[src/rtl/id_ex_skid_stage.sv]
// id_ex_skid_stage: ID->EX pipeline register with valid/ready handshake and a
// one-entry skid buffer. in_ready depends only on registered state, never on
// out_ready, so the stage breaks the combinational ready path back into decode.
// Optional feature macro: ID_EX_STALL_CNT_EN (adds a saturating stall counter).
//
// state | meaning
// ------+--------------------------------------------
// EMPTY | nothing held, out_valid=0, in_ready=1
// FULL  | main register live, skid empty
// SKID  | main and skid live, in_ready=0
module id_ex_skid_stage #(
   parameter int DATA_W = 71,
   parameter int CNT_W  = 16
) (
   input  logic              clk,
   input  logic              rstn,
   input  logic              flush,
   input  logic              in_valid,
   output logic              in_ready,
   input  logic [DATA_W-1:0] in_data,
   output logic              out_valid,
   input  logic              out_ready,
   output logic [DATA_W-1:0] out_data
`ifdef ID_EX_STALL_CNT_EN
   ,
   output logic [CNT_W-1:0]  stall_cnt
`endif
);

   // Encoding chosen so bit 0 is out_valid and bit 1 is skid_valid directly.
   typedef enum logic [1:0] {
      EMPTY = 2'b00,
      FULL  = 2'b01,
      SKID  = 2'b11
   } state_t;

   state_t            r_state;
   state_t            w_state_nxt;
   logic [DATA_W-1:0] r_out_data;
   logic [DATA_W-1:0] r_skid_data;
   logic              w_pop;
   logic              w_accept;
   logic              w_ld_main_in;
   logic              w_ld_main_skid;
   logic              w_ld_skid;

   assign out_valid = r_state[0];
   assign in_ready  = ~r_state[1];
   assign out_data  = r_out_data;
   assign w_pop     = r_state[0] & out_ready;
   assign w_accept  = in_valid & ~r_state[1];

   // State register.
   always_ff @(posedge clk or negedge rstn) begin
      if (!rstn) begin
         r_state <= EMPTY;
      end else begin
         r_state <= w_state_nxt;
      end
   end

   // Next state and register load enables; flush overrides every transition.
   always_comb begin
      w_state_nxt    = r_state;
      w_ld_main_in   = 1'b0;
      w_ld_main_skid = 1'b0;
      w_ld_skid      = 1'b0;
      if (flush) begin
         w_state_nxt = EMPTY;
      end else begin
         case (r_state)
            EMPTY: begin
               if (w_accept) begin
                  w_state_nxt  = FULL;
                  w_ld_main_in = 1'b1;
               end
            end
            FULL: begin
               if (w_pop && w_accept) begin
                  w_ld_main_in = 1'b1;
               end else if (w_pop) begin
                  w_state_nxt = EMPTY;
               end else if (w_accept) begin
                  w_state_nxt = SKID;
                  w_ld_skid   = 1'b1;
               end
            end
            SKID: begin
               if (w_pop) begin
                  w_state_nxt    = FULL;
                  w_ld_main_skid = 1'b1;
               end
            end
            default: w_state_nxt = EMPTY;
         endcase
      end
   end

   // Data registers; they keep their last value when not loaded.
   always_ff @(posedge clk or negedge rstn) begin
      if (!rstn) begin
         r_out_data  <= '0;
         r_skid_data <= '0;
      end else begin
         if (w_ld_main_in) begin
            r_out_data <= in_data;
         end else if (w_ld_main_skid) begin
            r_out_data <= r_skid_data;
         end
         if (w_ld_skid) begin
            r_skid_data <= in_data;
         end
      end
   end

`ifdef ID_EX_STALL_CNT_EN
   logic [CNT_W-1:0] r_stall_cnt;

   assign stall_cnt = r_stall_cnt;

   // Saturating count of back-pressured cycles; only reset clears it.
   always_ff @(posedge clk or negedge rstn) begin
      if (!rstn) begin
         r_stall_cnt <= '0;
      end else if (r_state[0] && !out_ready && (r_stall_cnt != '1)) begin
         r_stall_cnt <= r_stall_cnt + 1'b1;
      end
   end
`else
   // Counter width is only meaningful when the counter is built.
   logic w_unused_cnt_w;
   assign w_unused_cnt_w = (CNT_W > 0);
`endif

endmodule
[config.mk]
export PLATFORM = sky130hd
export DESIGN_NAME = id_ex_skid_stage
export DESIGN_NICKNAME = d
export VERILOG_FILES = /design/src/rtl/id_ex_skid_stage.sv
export SDC_FILE = /design/constraint.sdc
export NUM_CORES = 1
export LEC_CHECK = 0
export CAP_MARGIN = 20
export CORE_MARGIN = 2
export CORE_UTILIZATION = 50
export CTS_CLUSTER_DIAMETER = 200
export CTS_CLUSTER_SIZE = 20
export DETAILED_ROUTE_END_ITERATION = 7
export PLACE_DENSITY = 0.84
export REMOVE_ABC_BUFFERS = 1
export SYNTH_ARGS = -nofsm -noshare
export SYNTH_HDL_FRONTEND = slang
export SYNTH_SLANG_ARGS = --single-unit
[constraint.sdc]
create_clock -name clk -period 3.71 [get_ports clk]
set_input_delay 0.371 -clock clk [delete_from_list [all_inputs] [get_ports clk]]
set_output_delay 0.371 -clock clk [all_outputs]
set_load 0.01 [all_outputs]
; ---- Word level (Yosys, flattened, before mapping)
; Index checks and enable logic that the tools add are counted.
; W data, S select, Z words.
[op_classes]
eq_ne = 6
reduce_logical = 4
muxes = 20
bitwise_logic = 3
[ops]
columns = op, count
row1 = $mux W71, 2
row2 = $mux W2, 6
row3 = $mux W1, 10
row4 = $ne A3 B3 Y1 const B, 3
row5 = $pmux W2 S3, 1
row6 = $ne A4 B4 Y1 const B, 1
row7 = $reduce_and A4 Y1, 1
row8 = $and A1 B1 Y1, 2
row9 = $eq A2 B1 Y1 const B, 1
row10 = $eq A2 B2 Y1 const B, 1
row11 = $logic_not A2 Y1, 1
row12 = $pmux W1 S2, 1
row13 = $reduce_bool A2 Y1, 1
row14 = $logic_and A1 B1 Y1, 1
row15 = $not A1 Y1, 1
[totals]
elab_cells = 36
inputBits = 76
register_bits = 144
output_inout_bits = 73

; ---- Longest topological paths before layout
; Gate-level depths: netlist of run 1.
[logic_depth]
depth_word = 7
mapped_depth = 8
ltp_nobuf = 6

; ---- Least setup slack after synthesis of run 1
; OpenSTA, ideal clock, no wires.
[synth_path]
kind = reg-to-reg
startpoint = reg r_state[1]
endpoint = reg r_skid_data[0]
required_ns = 3.585
t_arrival_ns = 1.881
setup_ns = 0.125
stages_incl_launch_ff = 8
synth_period_minus_slack_ns = 2.006
path_buffers = 2
path_slack_ns = 1.704
path_cell_list = dfrtp_1 inv_1 ha_1 a21bo_1 or3_1 buf_6 buf_12 mux2_4
[synth_via]
elab_chain_cells = 7
elab_cells_between_ends = 9
classes_between = eq/ne (1) / mux (5) / bitwise (2) / reduce/logical (1)
[synth_lines]
columns = element, line_no
row1 = from (decl), 37  ; state_t r_state;
row2 = from (signal assigned), 58  ; r_state <= w_state_nxt;
row3 = $not A1 Y1 (*), -
row4 = net in_ready, 19  ; output logic in_ready,
row5 = $and A1 B1 Y1 (*), 51  ; assign w_accept = in_valid & ~r_state[1];
row6 = $mux W1, 83  ; end else if (w_accept) begin
row7 = $mux W1, 81  ; end else if (w_pop) begin
row8 = $mux W1 (*), 79  ; if (w_pop && w_accept) begin
row9 = $mux W1 (*), 71  ; case (r_state)
row10 = $mux W1 (*), 68  ; if (flush) begin
row11 = to (signal assigned), 111  ; r_skid_data <= in_data;
row12 = to (decl), 40  ; logic [DATA_W-1:0] r_skid_data;
; Mark *: on every way through the listed nets, which the timed path passes. The rest lies on a longest branch.
; A chain may end at the register's enable or synchronous reset.

; ---- Worst setup path after layout of run 1
[layout_path]
startpoint = reg r_state[1]
endpoint = reg r_skid_data[70]
[layout_via]
elab_chain_cells = 7
elab_cells_between_ends = 9
classes_between = eq/ne (1) / mux (5) / bitwise (2) / reduce/logical (1)
[layout_lines]
columns = element, line_no
row1 = $not A1 Y1, 51
row2 = $and A1 B1 Y1, 51
row3 = $mux W1, 83
row4 = $mux W1, 81
row5 = $mux W1, 79
row6 = $mux W1 (*), 71
row7 = $mux W1 (*), 68
; Mark *: on every way between the ends. The rest lies on a longest branch, timed or not.

==> flow_summary.yaml, run 1 <==
yosys:
  yosysMostFrequentCell: "dfrtp_1"
  netlist_area_sq_mm: 0.00644
  ys_ff_latch: 144
  ys.flop_type: "dfrtp_1"
  yosys.area.top_type: "dfrtp_1"
  synth_top_cells_by_area: "dfrtp_1 56%, mux2_4 16%, mux2i_1 11%"
  synthDistinctLibCells: 27
  synth_top_area_share: 0.560
  synth.avg_cell_area_sq_um: 13.4
  ys_top_cells_by_count: "144 x dfrtp_1, 71 x mux2i_1, 71 x nand2_1, 70 x mux2_4, 65 x o21ai_0"
  syn_inst: 482
  seq_area_frac_synth: 0.560
  synth_edf_count: 0
  ys_warn_count: 0
  synthArstFlopShare: 1.00
worst_setup_path:
  slowest_delay_ps: 600
  worstRegToRegCells: 6
  crit_arrival_ps: 2830
  critPathKind: "reg2reg"
  path_max_fanout: 37
  cp-start-kind: "flop"
  crit_chain: "inv_1, ha_1, a21bo_1, or3_4, buf_12, mux2_2"
  endpoint_kind: "flop"
  worstPathRequired_ps: 4020
  critPathSlowestCell: "or3_4"
sta:
  fin_worst_skew_ps: 7.49
  max_slew.worst_pin.slew_ps: 709
  relSlewSlack: 0.527
  worst_slack_ps: 1190
  finalCritPeriodShare: 0.680
  fin_setup_tns_ps: 0
  hold_slack_ps: 502
  slew_violations: 0
  rsz0062_at_grt: "false"
  finalCriticalPeriod_ps: 2520
  finalHoldViolCount: 0
  finalSetupViolations: 0
  clock.fmax_mhz: 396
global_route:
  grtUsageMet2: 0.343
  grt_max_degree: 124
  grt.total_usage: 0.211
  grt_pass1_wl_um: 23100
  gr-usage-met1: 0.267
  overflow: 0
  antenna_found_initial: 0
  use_met3: 0.0533
  grt-busiest-layer: "met2"
  grt_pass1_vias: 4568
clocking:
  h-tree-depth: 4
  cts_resized: 0
  clkTransAtPathRegs_ps: 60
  cts_sinks: 144
  clock_latency_ps: 420
  cts_tree: "built"
  cts_buffers: 17
  cts_buffer_depth: 2
  root_buffer: "clkbuf_16"
power_and_ir_drop:
  peakVddDrop_mv: 0.429
  fin_total_pwr_w: 0.00723
  powerDensity_mw_per_mm2: 837
  power.leakage_nw: 4.34
finish:
  seqCellArea_sq_mm: 0.00360
  layout-drive-gt1-share: 0.178
  nFillCells: 906
  layout.nets: 706
  area_delta_synth_final_pct: 34.1
  multi_input_area_sq_mm: 0.00257
  antenna_cells: 0
  stdcell_count: 811
floorplan:
  rows: 41
  dieArea_sq_mm: 0.0138
  die_w_um: 117
  die_h_um: 117
  initial_core_util: 0.510
  core_sq_mm: 0.0126
  num_io_pins: 149
routing:
  drc_errors: 0
  drt-initial-drc-count: 215
  viasPerCell: 5.17
  vias: 4193
  wl_per_cell_um: 17.1
  drtPass1Iterations: 4
  ant_nets: 0
  drt-total-wl_um: 13800
status:
  status: "finished, final reports clean"
placement:
  pre_cts_ws_ps: 1080
  place_inst: 777
  gp_congestion: 0.770
  dp_hpwl_um: 8830
  io_buffers: 148
job:
  max-cap-violations: 0
min_path:
  hold_path.class: "in2async"
kinds of logic (layout without fill, tap and decap cells):
kind of cell | Yosys count | count (layout) | share of synthesized area
flip-flops | 144 | 144 | 0.560
AO/OA/AOI/OAI | 80 | 80 | 0.0659
adder cells (fa/ha/maj) | 4 | 4 | 0.00777
buffers and inverters | 34 | 191 | 0.0420
multiplexers | 142 | 142 | 0.275
AND/OR/NAND/NOR | 78 | 78 | 0.0492
critical path, delay by kind of cell (launching register included):
kind            cells  cell delay, ps
simple gates        1             600
flops               1             420
fa+ha+maj           1             230
buf+inv             2             490
compound gates      1             250
mux                 1             370
layer usage:
layer  share of wire  wire [um]  vias up
li1                -          -     1961
met1            0.44       6030     2079
met2            0.49       6840      121
met3           0.045        624       32
met4           0.025        347        0
met5               0          0        -
placed cells by master (no fill, tap or decap), drive strengths merged, types with 2 or more instances in the layout:
cell type      synthesis  final
clkdlybuf4s50          0    147
ha                     4      4
mux2                  71     71
clkbuf                 6     23
mux2i                 71     71
a21oi                  2      2
inv                    3      3
clkinv                 0      4
clkinvlp               0      2
bufinv                 0      3
o21ai                 72     72
dfrtp                144    144
nand2                 71     71
buf                   25      8
flip-flops by register name (all words and copies together) (netlist names):
signal / count
r_state: 2
r_skid_data: 71
out_data: 71
power by group:
part	internal, W	total (W)	leakage (nW)	switching [W]
sequential	0.00237	0.00287	1.76	0.000497
combinational	0.00162	0.00258	2.27	0.000958
clock	0.00114	0.00179	0.305	0.000644
timing repair:
action	in CTS	in global routing
endpoints found under the hold margin	0	61
setup buffers	0	0
hold buffers	0	1
metrics by stage:
step	instance area (sq um)	utilization
global route	8630	0.684
floorplan	6180	-
finish	8630	0.684
global placement	7970	0.632
detailed placement	7970	0.632
CTS	8600	0.681
cell type report:
cell class / instances / share of cell area
flip-flops and latches: 144 / 0.417
multi-input cells: 304 / 0.298
repair buffers: 156 / 0.186
clock buffers: 23 / 0.0577
inverters: 3 / 0.00130
clock inverters: 9 / 0.0149
well taps: 172 / 0.0249
worst paths after layout:
kind / from / end / slack [ps]
worst min register to register: r_skid_data[70] / r_skid_data[70] / 510
worst max-delay path: r_state[1] / r_skid_data[70] / 1190
min in group clk: r_skid_data[70] / r_skid_data[70] / 510
max in group asynchronous: rstn / out_data[6] / 2120
worst max register to register: r_state[1] / r_skid_data[70] / 1190
worst min-delay path: rstn / out_data[41] / 500
(Power assumes the default switching activity.)
==> inputs of run 2 (changes only) <==
--- a/config.mk
+++ b/config.mk
@@ -7,11 +7,11 @@
 export LEC_CHECK = 0
 export CAP_MARGIN = 20
 export CORE_MARGIN = 2
-export CORE_UTILIZATION = 50
+export CORE_UTILIZATION = 45
 export CTS_CLUSTER_DIAMETER = 200
 export CTS_CLUSTER_SIZE = 20
 export DETAILED_ROUTE_END_ITERATION = 7
-export PLACE_DENSITY = 0.84
+export PLACE_DENSITY = 0.8
 export REMOVE_ABC_BUFFERS = 1
 export SYNTH_ARGS = -nofsm -noshare
 export SYNTH_HDL_FRONTEND = slang
==> constraint.sdc (replaced) <==
create_clock -name clk -period 2.1 [get_ports clk]
set_input_delay 0.21 -clock clk [delete_from_list [all_inputs] [get_ports clk]]
set_output_delay 0.21 -clock clk [all_outputs]
set_load 0.01 [all_outputs]
==> run 2 against run 1 <==
  * Clock power increased by 76%
  * Via count is 3.5% higher
  * Cell area grew 3.8%
  * Sequential power up 76%
  * Highest routed layer unchanged
==> flow_summary.yaml, run 2 (synthesized netlist as in run 1, its figures left out) <==
global_route:
  antenna_found_initial: 0
  grt_max_degree: 73
  grt.total_usage: 0.190
  overflow: 0
  grt_pass1_wl_um: 22400
  grt_pass1_vias: 4448
worst_setup_path:
  endpoint_kind: "flop"
  critPathSlowestCell: "or3_4"
  cp-start-kind: "flop"
  path_buf_inv: 2
  crit_chain: "inv_4, ha_4, a21bo_4, or3_4, buf_8, mux2_4"
  critPathTopFamily: "simple AND/OR/NAND/NOR gates"
  path_max_fanout: 9
  slowest_delay_ps: 490
  critPathKind: "reg2reg"
  worstPathRequired_ps: 2390
  crit_arrival_ps: 2340
clocking:
  cts_tree: "built"
  clkTransAtPathRegs_ps: 60
  clock_latency_ps: 410
  cts_sinks: 144
  cts_buffers: 17
  h-tree-depth: 4
  cts_buffer_depth: 2
  root_buffer: "clkbuf_16"
sta:
  slew_violations: 0
  worst_slack_ps: 54.9
  finalHoldViolCount: 0
  rsz0062_at_grt: "false"
  fin_worst_skew_ps: 7.74
  relSlewSlack: 0.707
  finalCritPeriodShare: 0.974
  finalSetupViolations: 0
  finalCriticalPeriod_ps: 2050
  clock.fmax_mhz: 489
  max_slew.worst_pin.slew_ps: 440
  hold_slack_ps: 309
routing:
  drt-initial-drc-count: 234
  drc_errors: 0
  wl_per_cell_um: 18.3
  drt-total-wl_um: 15300
  drtPass1Iterations: 5
  ant_nets: 0
  viasPerCell: 5.20
  vias: 4340
placement:
  dp_hpwl_um: 8950
  gp_congestion: 0.717
  io_buffers: 148
  place_inst: 789
  pre_cts_ws_ps: -6.59
floorplan:
  rows: 43
  die_h_um: 124
  initial_core_util: 0.462
  num_io_pins: 149
  dieArea_sq_mm: 0.0153
  die_w_um: 124
  core_sq_mm: 0.0139
finish:
  layout.nets: 722
  stdcell_count: 835
  antenna_cells: 0
  nFillCells: 1018
  layout-drive-gt1-share: 0.205
  mostFrequentLayoutCells: "147 x clkdlybuf4s50_1, 143 x dfrtp_1, 71 x mux2i_1, 71 x nand2_1, 70 x mux2_4"
  layout_commonest_cell: "clkdlybuf4s50_1"
  utilization: 0.643
  area_delta_synth_final_pct: 39.3
status:
  status: "finished, final reports clean"
min_path:
  hold_path.class: "in2async"
job:
  max-cap-violations: 0
power_and_ir_drop:
  powerDensity_mw_per_mm2: 1450
  power.leakage_nw: 4.49
  fin_total_pwr_w: 0.0130
  peakVddDrop_mv: 0.864
run 2: cell count changes in the layout (fill, tap and decap cells not counted), sizes merged:
cell	previous run	this run
buf	8	17
clkbuf	23	28
or3	1	3
run 2: what timing repair did:
item                                    4_1_cts  5_1_grt
buffers inserted                              0        0
gates cloned                                  0       13
hold buffers                                  1        0
resized for setup                             1       11
pin swaps                                     0        1
endpoints found under the setup margin       50       71
endpoints found under the hold margin        44        0
run 2: path summary, 6_finish.rpt:
path                                 startpoint         endpoint  slack (ps)  cells past startpoint
max in group asynchronous                  rstn       r_state[1]        1140                      3
worst min register to register  r_skid_data[53]  r_skid_data[53]         510                      1
min in group clk                    in_data[68]     out_data[68]         370                      3
worst max register to register       r_state[1]  r_skid_data[38]          50                      6
worst max-delay path                 r_state[1]  r_skid_data[38]          50                      6
worst min-delay path                       rstn     out_data[68]         310                      2
run 2: metrics by stage:
stage               cell area (sq um)  setup TNS (ps)
floorplan                        6180         -331330
global placement                 8070               0
detailed placement               8070           -17.5
CTS                              8710           -29.8
global route                     8970               0
finish                           8970               0
run 2: report_power, final:
part / switching [W] / internal, W
combinational: 0.00181 / 0.00300
clock: 0.00113 / 0.00202
sequential: 0.000850 / 0.00419
total: 0.00379 / 0.00921
run 2: layer usage:
layer	wire length, um	GRT usage	vias to the layer above
met5	0	0	-
met4	296	0.0739	0
met3	809	0.0559	32
met2	7480	0.303	141
met1	6670	0.246	2168
li1	-	-	1999
run 2: final cells by class:
cell class	instances	area (sq um)	area share
inverters	3	13.8	0.00154
clock buffers	23	498	0.0555
clock inverters	9	129	0.0144
multi-input cells	306	2620	0.292
flip-flops and latches	144	3600	0.402
well taps	180	225	0.0251
repair buffers	170	1880	0.210
run 2: worst reg2reg max path: stages, from the launching register on:
cell     delay, ps
dfrtp_2        440
inv_4          100
ha_4           140
a21bo_4        250
or3_4          500
buf_8          200
mux2_4         300
==> inputs of run 3 (changes only) <==
--- a/config.mk
+++ b/config.mk
@@ -13,6 +13,7 @@
 export DETAILED_ROUTE_END_ITERATION = 7
 export PLACE_DENSITY = 0.8
 export REMOVE_ABC_BUFFERS = 1
+export SLEW_MARGIN = 5
 export SYNTH_ARGS = -nofsm -noshare
 export SYNTH_HDL_FRONTEND = slang
 export SYNTH_SLANG_ARGS = --single-unit
==> results of run 3 <==
The final DEF is identical to that of run 2; final timing and power are the same.
==> edit (flow settings as in run 3) <==
`DATA_W`: 71 -> 142.
--- a/src/rtl/id_ex_skid_stage.sv
+++ b/src/rtl/id_ex_skid_stage.sv
@@ -9,7 +9,7 @@
 // FULL  | main register live, skid empty
 // SKID  | main and skid live, in_ready=0
 module id_ex_skid_stage #(
-   parameter int DATA_W = 71,
+   parameter int DATA_W = 142,
    parameter int CNT_W  = 16
 ) (
    input  logic              clk,
Ports: changed (resized in_data and out_data); port bits go from 149 to 291. No check against the original RTL was run, so the function may have changed too.
==> edit against run 3 <==
Critical path depth is 1 higher; wire length is 83% higher; sequential power is 93% higher; total power is 68% higher; setup slack worse by 0.030 ns; hold slack worse by 0.070 ns; first-iteration DRC count is 75% higher; sequential cell count is 142 higher; synthesized area is 90% higher; design area is 81% higher; utilization is 3.8 points lower; largest cell class unchanged; largest power group unchanged; highest routed layer unchanged.
==> edit: results (changes against run 3) <==
grt_max_degree: 131  # +79%
synth-adder-area-share_pct: 0.408  # -0.37 points
yosys.cell_types.count: 24  # -11%
timing.slew.headroom_pct: 60.7  # -10 points
max_freq_ghz: 0.482  # -1.4%
crit_end: "r_skid_data[117]"
p_seq_share_pct: 44.5  # +5.8 points
num-nets-final: 1381  # +91%
drt-vias-per-instance: 5.19  # -0.23%
grtUsageMet1_pct: 24.3  # -0.29 points
leakagePower_uw: 0.00808  # +80%
met3_usage_pct: 5.63  # +0.049 points
dpl_cell_area_um2: 15700  # +94%
synth-seq-area-share_pct: 58.4  # +2.4 points
netlist_instances: 941  # +95%
grtUsageMet2_pct: 32.1  # +1.9 points
synth-compound-area-share_pct: 6.35  # -0.24 points
first_iter_violations: 409  # +75%
synthMuxAreaShare_pct: 27.1  # -0.44 points
startpoint: "r_state[1]"
clock_latency_ns: 0.50  # +0.09 ns
grt_util_all_layers_pct: 19.1  # +0.062 points
instances_no_fill: 1571  # +88%
irDropWorstVdd_mv: 0.862  # -0.29%
wl_met2_um: 13600  # +82%
switching_share_pct: 30.6  # +1.4 points
critPathArrivalTime_ns: 2.46  # +0.12 ns
synth_common_cells: "286 x dfrtp_1, 144 x a21oi_1, 143 x nor2_1"
clockBufferDepth: 3  # +1
met1_length_um: 11600  # +74%
drive_above_1_share_pct: 17.0  # -3.5 points
cts_resized: 0  # -1
fin_hold_ws_ns: 0.239  # -0.0702 ns
synth.area.top_cells: "dfrtp_1 58%, mux2i_1 12%, mux2_4 9.8%"
path_max_fanout: 6  # -3
status: "finished clean"
place.gp.congestion: 0.759  # +6.0%
pre_cts_slack_ns: 0.0302  # +0.0368 ns
n_fill_cell: 2105  # +110%
powerDensity_nw_per_um2: 1350  # -7.2%
dp_cells: 1545  # +96%
hpwl_um: 19100  # +110%
cts_made_buffers: 18  # +1
io_buffers: 290  # +96%
rr_worst_depth: 7  # +1
grt_pass1_vias: 8533  # +92%
grt_pass1_wl_um: 44400  # +98%
edit: cell count changes after synthesis, moves of 61 or more:
cell and change:
a21oi_1 +142, dfrtp_1 +142, nor2_1 +142, mux2i_1 +71
nand2_1 -71, o21ai_0 -64, mux2_2 +61
edit: final cells by class:
class | count | area, um2 | area share (%)
Sequential cell | 286 | 7160 | 44.0
Clock inverter | 1 | 16.3 | 0.100
Inverter | 3 | 11.3 | 0.0692
Timing Repair Buffer | 333 | 3440 | 21.1
Tap cell | 341 | 427 | 2.62
Multi-Input combinational cell | 588 | 4740 | 29.1
Clock buffer | 19 | 475 | 2.92
edit: worst max-delay path: cells and delay by family (launching register included):
kind / cells / cell delay (ns)
flops: 1 / 0.40
simple gates: 1 / 0.49
compound gates: 1 / 0.21
fa+ha+maj: 1 / 0.17
buf+inv: 3 / 0.41
mux: 1 / 0.29
